## src/rtl/multi_hand_datapath.sv

```systemverilog
// multi_hand_datapath: NUM_HANDS independent baccarat hands of up to
// MAX_CARDS cards each. A deal is routed to one hand by index. Each hand
// keeps its slots, a count that doubles as the write pointer, and a running
// modulo-10 score. The full and natural flags decode the registered state.

// One hand: slot registers, count/write pointer and running score.
module multi_hand_datapath_hand #(
  parameter int MAX_CARDS = 3,
  parameter int CNT_W     = 2
) (
  input  logic                   clock,
  input  logic                   resetb,
  input  logic                   clear_i,
  input  logic                   wr_en_i,
  input  logic [3:0]             card_i,
  output logic [MAX_CARDS*4-1:0] slots_o,
  output logic [CNT_W-1:0]       cnt_o,
  output logic [3:0]             score_o,
  output logic                   full_o,
  output logic                   natural_o
);
  logic [MAX_CARDS-1:0][3:0] slots_q, slots_d;
  logic [CNT_W-1:0]          cnt_q, cnt_d;
  logic [3:0]                score_q, score_d;
  logic [3:0]                value;
  logic [4:0]                sum;
  logic [3:0]                score_nxt;

  // Point value and next score, computed from the registered score so that
  // back-to-back deals to this hand accumulate in a single cycle each.
  always_comb begin
    value     = (card_i <= 4'd9) ? card_i : 4'd0;
    sum       = {1'b0, score_q} + {1'b0, value};
    score_nxt = (sum >= 5'd10) ? 4'(sum - 5'd10) : sum[3:0];
  end

  // Next state: clear zeroes the hand; an accepted deal fills slot[count].
  always_comb begin
    slots_d = slots_q;
    cnt_d   = cnt_q;
    score_d = score_q;
    if (clear_i) begin
      slots_d = '0;
      cnt_d   = '0;
      score_d = '0;
    end else if (wr_en_i) begin
      for (int s = 0; s < MAX_CARDS; s++)
        if (cnt_q == CNT_W'(s)) slots_d[s] = card_i;
      cnt_d   = cnt_q + CNT_W'(1);
      score_d = score_nxt;
    end
  end

  // Hand state registers.
  always_ff @(posedge clock or negedge resetb) begin
    if (!resetb) begin
      slots_q <= '0;
      cnt_q   <= '0;
      score_q <= '0;
    end else begin
      slots_q <= slots_d;
      cnt_q   <= cnt_d;
      score_q <= score_d;
    end
  end

  // The top only enables writes when the hand is not full, so the count
  // saturates at MAX_CARDS and slot 0 is never overwritten.
  assign slots_o   = slots_q;
  assign cnt_o     = cnt_q;
  assign score_o   = score_q;
  assign full_o    = (cnt_q == CNT_W'(MAX_CARDS));
  assign natural_o = (cnt_q == CNT_W'(2)) && (score_q >= 4'd8);
endmodule

// Top: deal routing, accept/reject decision, pulses and last-card register.
module multi_hand_datapath #(
  parameter int NUM_HANDS = 2,
  parameter int MAX_CARDS = 3,
  localparam int IDX_W    = (NUM_HANDS > 1) ? $clog2(NUM_HANDS) : 1,
  localparam int CNT_W    = $clog2(MAX_CARDS + 1)
) (
  input  logic                             clock,
  input  logic                             resetb,
  input  logic                             clear,
  input  logic                             deal_valid,
  input  logic [IDX_W-1:0]                 deal_hand,
  input  logic [3:0]                       new_card,
  output logic                             deal_ack,
  output logic                             deal_err,
  output logic                             err_sticky,
  output logic [NUM_HANDS*MAX_CARDS*4-1:0] cards_out,
  output logic [NUM_HANDS*CNT_W-1:0]       count_out,
  output logic [NUM_HANDS*4-1:0]           score_out,
  output logic [NUM_HANDS-1:0]             full_out,
  output logic [NUM_HANDS-1:0]             natural_out,
  output logic [3:0]                       last_card
);
  logic [NUM_HANDS-1:0] hand_sel;
  logic                 hand_ok, card_ok, tgt_full;
  logic                 accept, reject;
  logic                 ack_q, ack_d, err_q, err_d, sticky_q, sticky_d;
  logic [3:0]           last_q, last_d;

  // One-hot decode of the target hand; an out-of-range index selects none.
  for (genvar h = 0; h < NUM_HANDS; h++) begin : g_sel
    assign hand_sel[h] = (deal_hand == IDX_W'(h));
  end

  // Accept/reject decision; clear drops a concurrent deal silently.
  always_comb begin
    hand_ok  = ({1'b0, deal_hand} < (IDX_W+1)'(NUM_HANDS));
    card_ok  = (new_card != 4'd0) && (new_card <= 4'd13);
    tgt_full = |(full_out & hand_sel);
    accept   = deal_valid && !clear && hand_ok && card_ok && !tgt_full;
    reject   = deal_valid && !clear && !(hand_ok && card_ok && !tgt_full);
  end

  // Next state of the shared control registers.
  always_comb begin
    ack_d    = accept;
    err_d    = reject;
    sticky_d = clear ? 1'b0 : (sticky_q | reject);
    last_d   = clear ? 4'd0 : (accept ? new_card : last_q);
  end

  // Shared control registers; reset removes any pulse in flight at once.
  always_ff @(posedge clock or negedge resetb) begin
    if (!resetb) begin
      ack_q    <= 1'b0;
      err_q    <= 1'b0;
      sticky_q <= 1'b0;
      last_q   <= 4'd0;
    end else begin
      ack_q    <= ack_d;
      err_q    <= err_d;
      sticky_q <= sticky_d;
      last_q   <= last_d;
    end
  end

  for (genvar h = 0; h < NUM_HANDS; h++) begin : g_hand
    multi_hand_datapath_hand #(
      .MAX_CARDS (MAX_CARDS),
      .CNT_W     (CNT_W)
    ) u_hand (
      .clock     (clock),
      .resetb    (resetb),
      .clear_i   (clear),
      .wr_en_i   (accept && hand_sel[h]),
      .card_i    (new_card),
      .slots_o   (cards_out[h*MAX_CARDS*4 +: MAX_CARDS*4]),
      .cnt_o     (count_out[h*CNT_W +: CNT_W]),
      .score_o   (score_out[h*4 +: 4]),
      .full_o    (full_out[h]),
      .natural_o (natural_out[h])
    );
  end

  assign deal_ack   = ack_q;
  assign deal_err   = err_q;
  assign err_sticky = sticky_q;
  assign last_card  = last_q;
endmodule
```

## config.mk

```make
export PLATFORM = sky130hd
export DESIGN_NAME = multi_hand_datapath
export DESIGN_NICKNAME = d
export VERILOG_FILES = /design/src/rtl/multi_hand_datapath.sv
export SDC_FILE = /design/constraint.sdc
export NUM_CORES = 1
export LEC_CHECK = 0
export BUFFER_PORTS_ARGS = -buffer_cell sky130_fd_sc_hd__buf_2
export CELL_PAD_IN_SITES_DETAIL_PLACEMENT = 1
export CELL_PAD_IN_SITES_GLOBAL_PLACEMENT = 2
export CORE_MARGIN = 2
export CORE_UTILIZATION = 35
export DETAILED_ROUTE_END_ITERATION = 8
export PLACE_DENSITY = 0.84
export SETUP_SLACK_MARGIN = 0.05
export SYNTH_ARGS = -nofsm -noshare
export SYNTH_HDL_FRONTEND = slang
export SYNTH_HIERARCHICAL = 1
export SYNTH_SLANG_ARGS = --single-unit
```

## constraint.sdc

```tcl
create_clock -name clock -period 3.72 [get_ports clock]
set_input_delay 0.372 -clock clock [delete_from_list [all_inputs] [get_ports clock]]
set_output_delay 0.372 -clock clock [all_outputs]
set_load 0.01 [all_outputs]
```

## Word-level counts from Yosys, hierarchy flattened

Index checks and enable logic that the tools add are counted.

| storage, ports and cells | value |
|---|---|
| logic and storage cells | 91 |
| output and inout bits | 47 |
| bits of input ports | 9 |
| register bits | 43 |

| operators by class | value |
|---|---|
| add/subtract/negate cells | 6 |
| $lt $le $gt $ge | 6 |
| reduce and logical (&&, ||, !) cells | 32 |
| multiplexer cells | 24 |
| eq/ne operators | 6 |
| bitwise logic cells | 3 |

Operators with widths:

| operator | number |
|---|---|
| $mux 4 | 15 |
| $mux 12 | 4 |
| $reduce_bool 2->1 | 9 |
| $reduce_and 2->1 | 6 |
| $add 4x4->5 | 2 |
| $ge 5x4->1 const B | 2 |
| $logic_and 1x1->1 | 10 |
| $eq 2x2->1 const B | 4 |
| $ge 4x4->1 const B | 2 |
| $le 4x4->1 const B | 2 |
| $mux 2 | 4 |
| $sub 4x4->4 const B | 2 |
| $add 2x1->2 const B | 2 |
| $eq 2x1->1 const B | 2 |
| $logic_not 2->1 | 2 |
| $reduce_bool 4->1 | 1 |
| $logic_not 1->1 | 3 |
| $and 2x2->2 | 1 |
| $reduce_or 2->1 | 1 |
| $mux 1 | 1 |
| $not 1->1 | 1 |
| $or 1x1->1 | 1 |

## Logic depth before layout (Yosys ltp)

| depth | value |
|---|---|
| depth after elaboration | 9 |
| mapped depth | 11 |
| gate-level depth less buffers | 11 |

## Cells and area by module

Netlist, hierarchy kept.

By module, submodules not included:

| module | cells an instance | area each (µm²) | sequential area each (µm²) | instances |
|---|---|---|---|---|
| multi_hand_datapath_hand | 117 | 1082.3 | 450.4 | 2 |
| multi_hand_datapath | 35 | 361.6 | 175.2 | 1 |

## Worst setup path after synthesis

OpenSTA, ideal clock, no wires.

| timing | value |
|---|---|
| path type | input to register |
| start point | input new_card[2] |
| end point | register g_hand[0].u_hand.score_q[2] |
| path slack | 1266 ps |
| stages | 11 |
| required time | 3616 ps |
| buffers on the path | 0 |
| data arrival time | 2350 ps |
| library setup time | 104 ps |
| cells stage by stage | o21ai_0 > and2_1 > ha_1 > fa_1 > xor2_1 > inv_1 > ha_1 > o221ai_1 > o311a_4 > or4_1 > o311ai_1 |

| between the ends | value |
|---|---|
| cells in the longest elaborated chain, start to end | 7 |
| elaborated cells on any way between the ends | 15 |
| those cells by class | add/sub (2); order compare (3); mux (4); reduce/logical (6) |

Ends and longest elaborated chain:

| element | RTL line | text |
|---|---|---|
| from (decl) | 88 | `input logic [3:0] new_card,` |
| $le 4x4->1 | 32 | `value = (card_i <= 4'd9) ? card_i : 4'd0;` |
| $mux 4 | 32 |  |
| $add 4x4->5 | 33 | `sum = {1'b0, score_q} + {1'b0, value};` |
| $sub 4x4->4 or $ge 5x4->1 (tied branches) | 34 | `score_nxt = (sum >= 5'd10) ? 4'(sum - 5'd10) : sum[3:0];` |
| $mux 4 | 34 |  |
| $mux 4 | 46 | `end else if (wr_en_i) begin` |
| $mux 4 | 42 | `if (clear_i) begin` |
| to (signal assigned) | 63 | `score_q <= score_d;` |
| to (decl) | 24 | `logic [3:0] score_q, score_d;` |

Parallel ways exist; a longest one is shown, timed or not. The select of a mux whose other input is x is not followed.
A chain may end at the register's enable or synchronous reset.

## Worst setup path in the final report

| timing | value |
|---|---|
| start point | input new_card[3] |
| end point | register g_hand[0].u_hand.score_q[2] |

Same word-level chain as after synthesis.

==> results by group <==
Run status
  – Outcome: finished clean

Yosys
  – Cells after Synth: 269
  – Synthesis-stage register bit count: 43
  – FFs w/ async S/R, synth: 100.0%
  – Ys flop type: dfrtp_1
  – Post-synthesis sequential area ratio: 42.60%
  – Top-area cell type share of the netlist area: 42.60%
  – Area leader, netlist: dfrtp_1
  – Syn Area/Cell: 9.391 um^2
  – Mapped cell area: 2526 um^2
  – Synth warn: 6
  – Post-synth EDFFs: 0
  – Syn Nets: 298
  – Synth top area cells: dfrtp_1 (43%), ha_1 (8.9%), a21oi_1 (5.9%), mux2i_1 (4.8%), nand3_1 (4.8%)
  – Post-synthesis cell type count: 34

Detailed routing
  – Final Routed Wirelength: 6534 um
  – Via density: 5.181
  – Via count: 2176
  – Detail Route Antenna Nets: 0
  – DRT iter0 DRCs: 55
  – DRT Pass-1 Iters: 4
  – Drt drc: 0
  – Wire length per cell: 15.56 um

Global routing
  – Routing usage on met1: 23.34%
  – GRT Overall Usage: 17.65%
  – Grt met3 use: 4.063%
  – Vias in the first global route: 2187
  – GRT busiest layer: met2
  – Initial antenna violation count: 0
  – GR Util met2: 29.31%
  – Grt ovf: 0
  – First-pass GRT wire length: 10830 um
  – Largest net degree at the start of global routing: 55

Clocking
  – Clock root buffer master: clkbuf_8
  – Htree depth: 2
  – Clock Pin Slew Worst Setup and Hold Paths: 0.09 ns
  – Resize count post-CTS: 0
  – Worst-Skew Late Latency: 0.30 ns
  – CTS Hold Bufs: 0
  – Total CTS buffers: 5
  – CTS tree: yes
  – Clock Path Buffers: 2
  – TritonCTS Sinks: 43
  – Number of post-CTS setup repair buffers: 0

Place
  – Placed Instances: 412
  – Placer's final routability congestion estimate: 0.7872
  – Port Buf Inserts: 55
  – HPWL Detailed: 4620 um

Setup path
  – WP data arrival: 2.96 ns
  – Worst setup EP type: register
  – WP data required: 3.92 ns
  – CP Max Fanout: 17
  – Kind of critical path: in -> reg
  – Crit start category: input port

Power
  – P_leak: 1.475 nW
  – Power Dens Cells: 309.1 nW/um^2
  – Power, Total: 0.9274 mW
  – Worst VDD drop: 0.0001361 V

Floorplan
  – Initial core utilization: 36.58%
  – Die Y: 88.96 um
  – IO Pins: 56
  – Die Area: 7913 um^2
  – Die X: 88.96 um
  – FP Rows: 30
  – Core ar.: 6907 um^2

Cells and area
  – Most frequent cells in the layout: buf_2 (55), dfrtp_1 (43), a21oi_1 (30), nand2_1 (30), nand3_1 (24)
  – Filler Cell Count: 859
  – Fin cells: 420
  – Ant diodes: 0
  – Storage element area: 1076 um^2
  – Area delta synth->final: 18.77%
  – Final net count: 352
  – Most common cell after layout, fill and taps aside: buf_2
  – Multi-input gate area in the final layout: 1358 um^2
  – Layout cells sized above 1: 23.77%

Timing
  – Fin crit period: 2.754 ns
  – Min Hold Slack: 0.2398 ns
  – Peak Freq: 0.3631 GHz
  – Post-route clock period utilization: 74.04%
  – Max Slew Vio Count: 0
  – Post-Route Skew: 0.004880 ns
  – Fin Setup TNS: 0 ns
  – Worst slew margin: 31.82%
  – Final-report setup violation count: 0
  – Final Hold Violating Endpoints: 0
  – Slew @ Worst Pin: 1.023 ns
  – RSZ-0062 raised after global routing: false

Worst hold path
  – Hold crit path type: in -> async

Run
  – Max-capacitance violation count: 0
through the flow:
stage	instance area [um^2]	utilization (%)	setup WS, ns
2_1_floorplan	2526	-	1.266
3_3_place_gp	2915	42.21	0.7903
3_5_place_dp	2915	42.21	0.6673
4_1_cts	3000	43.44	0.9743
5_1_grt	3000	43.44	0.8081
6_report	3000	43.44	0.9658
worst paths after layout:
path,depth (start not counted),slack (ns),startpoint,to
worst min-delay path,1,0.24,resetb,g_hand[1].u_hand/slots_o[1]$_DFFE_PN0P_
worst max-delay path,12,0.97,new_card[3],g_hand[0].u_hand/score_o[2]$_DFFE_PN0P_
max in group asynchronous,1,2.85,resetb,g_hand[0].u_hand/score_o[0]$_DFFE_PN0P_
worst max register to register,9,1.19,g_hand[0].u_hand/score_o[0]$_DFFE_PN0P_,g_hand[0].u_hand/score_o[2]$_DFFE_PN0P_
worst min register to register,2,0.52,g_hand[0].u_hand/slots_o[11]$_DFFE_PN0P_,g_hand[0].u_hand/slots_o[11]$_DFFE_PN0P_
min in group clock,3,0.34,deal_valid,deal_err$_DFF_PN0_
power by group:
group / leakage (nW) / switching, mW / internal [mW] / total, mW
clock network: 0.0412 / 0.171 / 0.132 / 0.302
registers: 0.594 / 0.00814 / 0.478 / 0.486
logic: 0.840 / 0.0881 / 0.0511 / 0.139
sequential cells by signal (all words and copies together) (netlist names):
signal	count
deal_err	1
last_card	4
deal_ack	1
g_hand.u_hand/score_o	8
err_sticky	1
g_hand.u_hand/slots_o	24
g_hand.u_hand/cnt_o	4
cells in the mapped netlist (2+ instances only):
master,number
a21o_1,2
a21oi_1,30
and2_1,4
and2_4,2
clkbuf_1,11
dfrtp_1,43
fa_1,2
ha_1,18
inv_1,15
mux2_2,2
mux2i_1,12
nand2_1,30
nand2b_1,14
nand3_1,24
nand3b_1,2
nand4_1,2
nor2_1,14
nor2b_1,4
nor3_1,4
nor3b_1,3
nor4_1,2
o211ai_1,4
o21ai_0,2
o221ai_1,2
o22ai_1,2
o311a_4,2
o311ai_1,4
or3b_2,2
or4_1,4
xnor2_1,2
xor2_1,2
layer usage:
metal / vias up / part of all wire, %
met5: - / 0
met4: 0 / 1.4
met3: 7 / 4.3
met2: 44 / 47
met1: 1079 / 47
li1: 1046 / -
critical path: stages:
cell and delay [ns]:
buf_2 0.29, o21ai_0 0.13, and2_1 0.17, ha_1 0.21, fa_1 0.41, xor2_1 0.19, inv_1 0.08, ha_1 0.24
o221ai_1 0.18, o311a_4 0.18, or4_1 0.41, o311ai_1 0.09
cell families (layout without fill, tap and decap cells):
kind of cell             after synthesis  count (layout)  synth area share [%]
XOR/XNOR                               4               4                 1.387
buffers and inverters                 27              82                 4.061
adder cells (fa/ha/maj)               20              20                 10.50
flip-flops                            43              43                 42.60
AND/OR/NAND/NOR                      112             112                 22.83
AO/OA/AOI/OAI                         48              48                 12.38
multiplexers                          15              15                 6.241
final cells by class:
class / count / area share, %
Clock buffer: 6 / 2.419
Clock inverter: 2 / 0.4170
Inverter: 15 / 1.877
Multi-Input combinational cell: 199 / 45.25
Sequential cell: 43 / 35.86
Tap cell: 96 / 4.003
Timing Repair Buffer: 59 / 10.18
(Power assumes the default switching activity.)
